===== src/rtl/hazard_ctrl.sv =====
// hazard_ctrl: stall / flush / bubble control for an N-stage in-order pipeline.
// Stage 0 is ifetch (youngest) and stage NUM_STAGES_P-1 is writeback (oldest).
// Per-port FSMs track outstanding imem/dmem requests, drop responses orphaned
// by a flush, and raise a sticky timeout when a port hangs.
// Optional feature macro: HAZARD_PERF_EN (adds stall_cnt_o / flush_cnt_o).
module hazard_ctrl #(
  parameter int unsigned NUM_STAGES_P = 6,
  parameter int unsigned IFETCH_IDX_P = 0,
  parameter int unsigned MEM_IDX_P    = 4,
  parameter int unsigned TIMEOUT_P    = 255,
  parameter int unsigned CNT_WIDTH_P  = 32
) (
  input  logic                    clk_i,
  input  logic                    rst_i,
  input  logic                    imem_req_v_i,
  input  logic                    imem_resp_v_i,
  input  logic                    dmem_req_v_i,
  input  logic                    dmem_resp_v_i,
  input  logic [NUM_STAGES_P-1:0] br_v_i,
  output logic [NUM_STAGES_P-1:0] stall_v_o,
  output logic [NUM_STAGES_P-1:0] flush_v_o,
  output logic [NUM_STAGES_P-1:0] bubble_v_o,
  output logic                    imem_discard_o,
  output logic                    dmem_discard_o,
  output logic                    timeout_v_o
`ifdef HAZARD_PERF_EN
  ,
  output logic [CNT_WIDTH_P-1:0]  stall_cnt_o,
  output logic [CNT_WIDTH_P-1:0]  flush_cnt_o
`endif
);

  typedef enum logic [1:0] {
    IDLE  = 2'd0,
    WAIT  = 2'd1,
    DRAIN = 2'd2
  } port_state_e;

  localparam int unsigned TO_W = (TIMEOUT_P > 0) ? $clog2(TIMEOUT_P + 1) : 1;
  localparam logic [TO_W-1:0] TO_LIMIT = TO_W'(TIMEOUT_P);

  // Reject illegal geometries at elaboration time.
  if (NUM_STAGES_P < 3 || IFETCH_IDX_P >= MEM_IDX_P || MEM_IDX_P >= NUM_STAGES_P ||
      CNT_WIDTH_P == 0) begin : g_bad_params
    $error("hazard_ctrl: illegal parameter combination");
  end

  port_state_e     imem_state_q, imem_state_d;
  port_state_e     dmem_state_q, dmem_state_d;
  logic [TO_W-1:0] imem_to_cnt_q, imem_to_cnt_d;
  logic [TO_W-1:0] dmem_to_cnt_q, dmem_to_cnt_d;
  logic            timeout_q, timeout_d;

  logic                    imem_stall, dmem_stall;
  logic [NUM_STAGES_P-1:0] stall_raw, flush_raw, bubble_raw;

  // Port FSM transition; a response always wins over a same-cycle flush.
  function automatic port_state_e port_next(input port_state_e st, input logic req,
                                            input logic resp, input logic flush);
    port_state_e nxt;
    nxt = st;
    case (st)
      IDLE:    nxt = req ? WAIT : IDLE;
      WAIT: begin
        if (resp)       nxt = req ? WAIT : IDLE;
        else if (flush) nxt = DRAIN;
        else            nxt = WAIT;
      end
      DRAIN:   nxt = resp ? IDLE : DRAIN;
      default: nxt = IDLE;
    endcase
    return nxt;
  endfunction

  // Timeout counter: runs while a request is outstanding, saturates at the limit.
  function automatic logic [TO_W-1:0] to_next(input port_state_e st, input logic resp,
                                              input logic [TO_W-1:0] cnt);
    logic [TO_W-1:0] nxt;
    if (st == IDLE || resp)  nxt = '0;
    else if (cnt == TO_LIMIT) nxt = cnt;
    else                      nxt = cnt + TO_W'(1);
    return nxt;
  endfunction

  // Combinational stall/flush/bubble masks; zero latency from resp and br_v_i.
  always_comb begin
    imem_stall = ((imem_state_q == WAIT) & ~imem_resp_v_i) | (imem_state_q == DRAIN);
    dmem_stall = ((dmem_state_q == WAIT) & ~dmem_resp_v_i) | (dmem_state_q == DRAIN);
    stall_raw  = '0;
    flush_raw  = '0;
    bubble_raw = '0;
    for (int unsigned s = 0; s < NUM_STAGES_P; s++) begin
      stall_raw[s] = (imem_stall & (IFETCH_IDX_P >= s)) | (dmem_stall & (MEM_IDX_P >= s));
      flush_raw[s] = |(br_v_i >> (s + 1));
    end
    for (int unsigned s = 1; s < NUM_STAGES_P; s++) begin
      bubble_raw[s] = stall_raw[s-1] & ~stall_raw[s] & ~flush_raw[s];
    end
  end

  // Next-state for both port FSMs, their timeout counters and the sticky flag.
  always_comb begin
    imem_state_d  = port_next(imem_state_q, imem_req_v_i, imem_resp_v_i,
                              flush_raw[IFETCH_IDX_P]);
    dmem_state_d  = port_next(dmem_state_q, dmem_req_v_i, dmem_resp_v_i,
                              flush_raw[MEM_IDX_P]);
    imem_to_cnt_d = to_next(imem_state_q, imem_resp_v_i, imem_to_cnt_q);
    dmem_to_cnt_d = to_next(dmem_state_q, dmem_resp_v_i, dmem_to_cnt_q);
    timeout_d     = timeout_q;
    if (TIMEOUT_P != 0 && (imem_to_cnt_d == TO_LIMIT || dmem_to_cnt_d == TO_LIMIT)) begin
      timeout_d = 1'b1;
    end
  end

  // Port FSM and timeout state registers.
  always_ff @(posedge clk_i) begin
    if (rst_i) begin
      imem_state_q  <= IDLE;
      dmem_state_q  <= IDLE;
      imem_to_cnt_q <= '0;
      dmem_to_cnt_q <= '0;
      timeout_q     <= 1'b0;
    end else begin
      imem_state_q  <= imem_state_d;
      dmem_state_q  <= dmem_state_d;
      imem_to_cnt_q <= imem_to_cnt_d;
      dmem_to_cnt_q <= dmem_to_cnt_d;
      timeout_q     <= timeout_d;
    end
  end

  // Output drive; everything is held low while reset is asserted.
  always_comb begin
    stall_v_o      = rst_i ? '0 : stall_raw;
    flush_v_o      = rst_i ? '0 : flush_raw;
    bubble_v_o     = rst_i ? '0 : bubble_raw;
    imem_discard_o = ~rst_i & (imem_state_q == DRAIN) & imem_resp_v_i;
    dmem_discard_o = ~rst_i & (dmem_state_q == DRAIN) & dmem_resp_v_i;
    timeout_v_o    = ~rst_i & timeout_q;
  end

`ifdef HAZARD_PERF_EN
  logic [CNT_WIDTH_P-1:0] stall_cnt_q, stall_cnt_d;
  logic [CNT_WIDTH_P-1:0] flush_cnt_q, flush_cnt_d;

  // Saturating event counters: stall cycles and redirect cycles.
  always_comb begin
    stall_cnt_d = stall_cnt_q;
    flush_cnt_d = flush_cnt_q;
    if (|stall_raw && stall_cnt_q != '1)                    stall_cnt_d = stall_cnt_q + 1'b1;
    if (|br_v_i[NUM_STAGES_P-1:1] && flush_cnt_q != '1)     flush_cnt_d = flush_cnt_q + 1'b1;
  end

  // Performance counter registers.
  always_ff @(posedge clk_i) begin
    if (rst_i) begin
      stall_cnt_q <= '0;
      flush_cnt_q <= '0;
    end else begin
      stall_cnt_q <= stall_cnt_d;
      flush_cnt_q <= flush_cnt_d;
    end
  end

  // Counter outputs, held low during reset.
  always_comb begin
    stall_cnt_o = rst_i ? '0 : stall_cnt_q;
    flush_cnt_o = rst_i ? '0 : flush_cnt_q;
  end
`endif

endmodule

===== config.mk =====
export PLATFORM = sky130hd
export DESIGN_NAME = hazard_ctrl
export DESIGN_NICKNAME = d
export VERILOG_FILES = /design/src/rtl/hazard_ctrl.sv
export SDC_FILE = /design/constraint.sdc
export NUM_CORES = 1
export LEC_CHECK = 0
export CAP_MARGIN = 20
export CORE_MARGIN = 2
export CORE_UTILIZATION = 44
export DETAILED_ROUTE_END_ITERATION = 10
export PLACE_DENSITY = 0.82
export SYNTH_ARGS = -nofsm -noshare
export SYNTH_HDL_FRONTEND = slang
export SYNTH_SLANG_ARGS = --single-unit

===== constraint.sdc =====
create_clock -name clk_i -period 1.8 [get_ports clk_i]
set_clock_uncertainty 0.05 [all_clocks]
set_input_delay 0.18 -clock clk_i [delete_from_list [all_inputs] [get_ports clk_i]]
set_output_delay 0.18 -clock clk_i [all_outputs]
set_load 0.02 [all_outputs]

==> metrics.cfg <==
[sta]
setup_tns_ns=0
hold_viol=0
setup_violations=0
finalCritPeriodShare=0.961
rsz0062_at_grt=false
period_minus_slack_ns=1.73
fin_ws_ns=0.0698
clock.fmax_mhz=578
drv_slew=0

[floorplanning]
die_y_um=59.2
rows=20
die_x_um=59.2
core_sq_mm=0.00298
dieArea_sq_mm=0.00350
start_util=0.450
pin_count=33

[clocking]
cts_sinks=21
cts_root_buffer=clkbuf_4
max-clock-path-buffers=2
numCtsBuffers=3
cts_tree=done
cts.clk_slew.worst_paths_ns=0.12
clock_latency_ns=0.30
cts_setup_buffers=0
htreeDepth=1

[route]
postRouteAntennaNets=0
routed_wl_um=3010
drt_iter0_drc=44
wl_per_cell_um=11.9
num_vias=1383
vias_per_cell=5.47
first_pass_iters=5
drc=0

[place]
placedCellCount=249
post_dp_cell_area_sq_mm=0.00175
place.gp.congestion=0.883
port_buffers=25
pre_cts_slack_ns=-0.370
dpl.hpwl_um=2340

[pwr]
p_leak_nw=0.756
irDropWorstVdd_v=0.000349
total_power_w=0.000848
power_density_mw_per_mm2=479

[synthesis]
ys_top_cells_by_count=26 x nor2_1, 21 x dfxtp_1, 13 x nand2_1
synth_ff_type=dfxtp_1
synth_cells=177
yosysMostFrequentCell=nor2_1
synth_seq_cells=21
synthArstFlopShare=0
synth.distinct_cells=48
synth_edf_count=0
syn_area_sq_mm=0.00134
ys_warn_count=0
synth_area_leaders=dfxtp_1 31%, nor2_1 7.3%, buf_4 6.2%, a21oi_1 3.7%, a31oi_1 3.7%
yosys.area.top_type=dfxtp_1
ys_seq_area_frac=0.314
postSynthAreaPerCell_sq_um=7.57
yosys.area.top_type_share=0.314

[critical_path]
crit_fanout=4
critPathCaptureType=primary output
regToRegEndpoint=timeout_q
required_ns=1.57
startpoint_type=flip-flop
r2r_slack_ns=0.11
rr_startpoint=dmem_to_cnt_q[2]
r2r_cells=5
crit_arrival_ns=1.50
critPathKind=flip-flop to primary output

[global_routing]
grt_pass1_wl_um=4890
track_usage=0.177
antenna_found_initial=0
grt_pass1_vias=1168
grt_max_degree=13
overflow=0

[final_layout]
n_antenna_cell=0
fin_nets=235
fillers=248
area_delta_synth_final_pct=32.1
drive_above_1_share=0.245
instances_no_fill=253
fin_area_sq_mm=0.00177

[worst_hold_path]
worstHoldStart=imem_req_v_i
timing.hold.worst_endpoint=imem_state_q[0]
hold_depth=3
hold_path_class=input port to flip-flop

[flow_run]
maxCapViolCount=0

[outcome]
status=completed

==> critical path, cell delays in order (launching register included) <==
cell             delay, ns
dfxtp_2               0.34
buf_4                 0.13
nand2b_1              0.19
nor3b_1               0.20
clkdlybuf4s15_1       0.34
==> layout by cell type, fill, tap and decap left out, types with 2 or more instances in the layout <==
cell              n
buf_2             5
nand2_1          13
a31oi_1           8
a211oi_1          4
inv_1             2
mux2i_1           2
nor2b_1           3
dlygate4sd2_1     3
nand2b_1          4
clkdlybuf4s50_1  10
clkbuf_4          3
dfxtp_2           3
conb_1            6
a41o_1            3
nand4_1           3
o21ai_0           5
a21oi_1           9
nor2_1           25
and3_1            5
nor3_1            9
nand3_1           5
buf_4            29
dfxtp_1          18
dlymetal6s2s_1    3
o21ai_1           3
nor3b_1           2
==> stage by stage <==
step / hold WS [ns] / util
after detailed placement: 0.462 / 0.586
final: 0.423 / 0.595
after floorplan: 0.208 / -
after CTS: 0.435 / 0.592
after global routing: 0.428 / 0.595
after global placement: 0.448 / 0.586
==> area by class of cell <==
| cell class | count | area [sq um] | share of cell area |
|---|---|---|---|
| multi-input cells | 139 | 827 | 0.467 |
| repair buffers | 54 | 444 | 0.251 |
| clock buffers | 4 | 26.3 | 0.0148 |
| well taps | 33 | 41.3 | 0.0233 |
| inverters | 2 | 7.51 | 0.00424 |
| flip-flops and latches | 21 | 424 | 0.240 |
==> where the power goes <==
group	internal, W	switching (W)	total (W)
Combinational	0.0000698	0.0000740	0.000144
Clock	0.0000861	0.000143	0.000229
Sequential	0.000471	0.00000429	0.000475
Total	0.000627	0.000221	0.000848
==> kinds of logic after synthesis <==
family / count (synthesis) / synth area share
and+or+nand+nor: 83 / 0.319
AOI/OAI and AO/OA: 44 / 0.219
buffers and inverters: 22 / 0.0990
DFF: 21 / 0.314
adders and majority gates: 2 / 0.0187
xor gates and xnor gates: 2 / 0.0131
muxes: 2 / 0.0149
other: 1 / 0.00280
==> flip-flops by register name, summed over array words and instances, names as in the netlist <==
register	flops
dmem_state_q	2
imem_to_cnt_q	8
timeout_q	1
imem_state_q	2
dmem_to_cnt_q	8
==> worst max-delay path by stage <==
| stage | startpoint | endpoint | slack, ns | cells past startpoint |
|---|---|---|---|---|
| global placement | imem_resp_v_i | bubble_v_o[1] | -0.36 | 5 |
| CTS | imem_state_q[0] | bubble_v_o[1] | 0.006 | 4 |
| global route | imem_state_q[0] | imem_discard_o | 0.0001 | 4 |
| detailed placement | imem_resp_v_i | bubble_v_o[1] | -0.37 | 5 |
| finish | imem_state_q[0] | imem_discard_o | 0.07 | 4 |
| floorplan | imem_to_cnt_q[0] | timeout_q | 0.02 | 6 |
==> layer usage <==
metal,global-route usage,part of all wire
met5,0,0
met4,0.0390,0.0070
met1,0.231,0.47
met2,0.301,0.46
met3,0.0349,0.064
==> repair_timing <==
item / in CTS / in global routing
pin swaps: 1 / 1
endpoints found under the setup margin: 12 / 12
hold buffers: 0 / 0
gates resized for setup: 30 / 21
No activity file was read; power rests on OpenSTA's default activity.
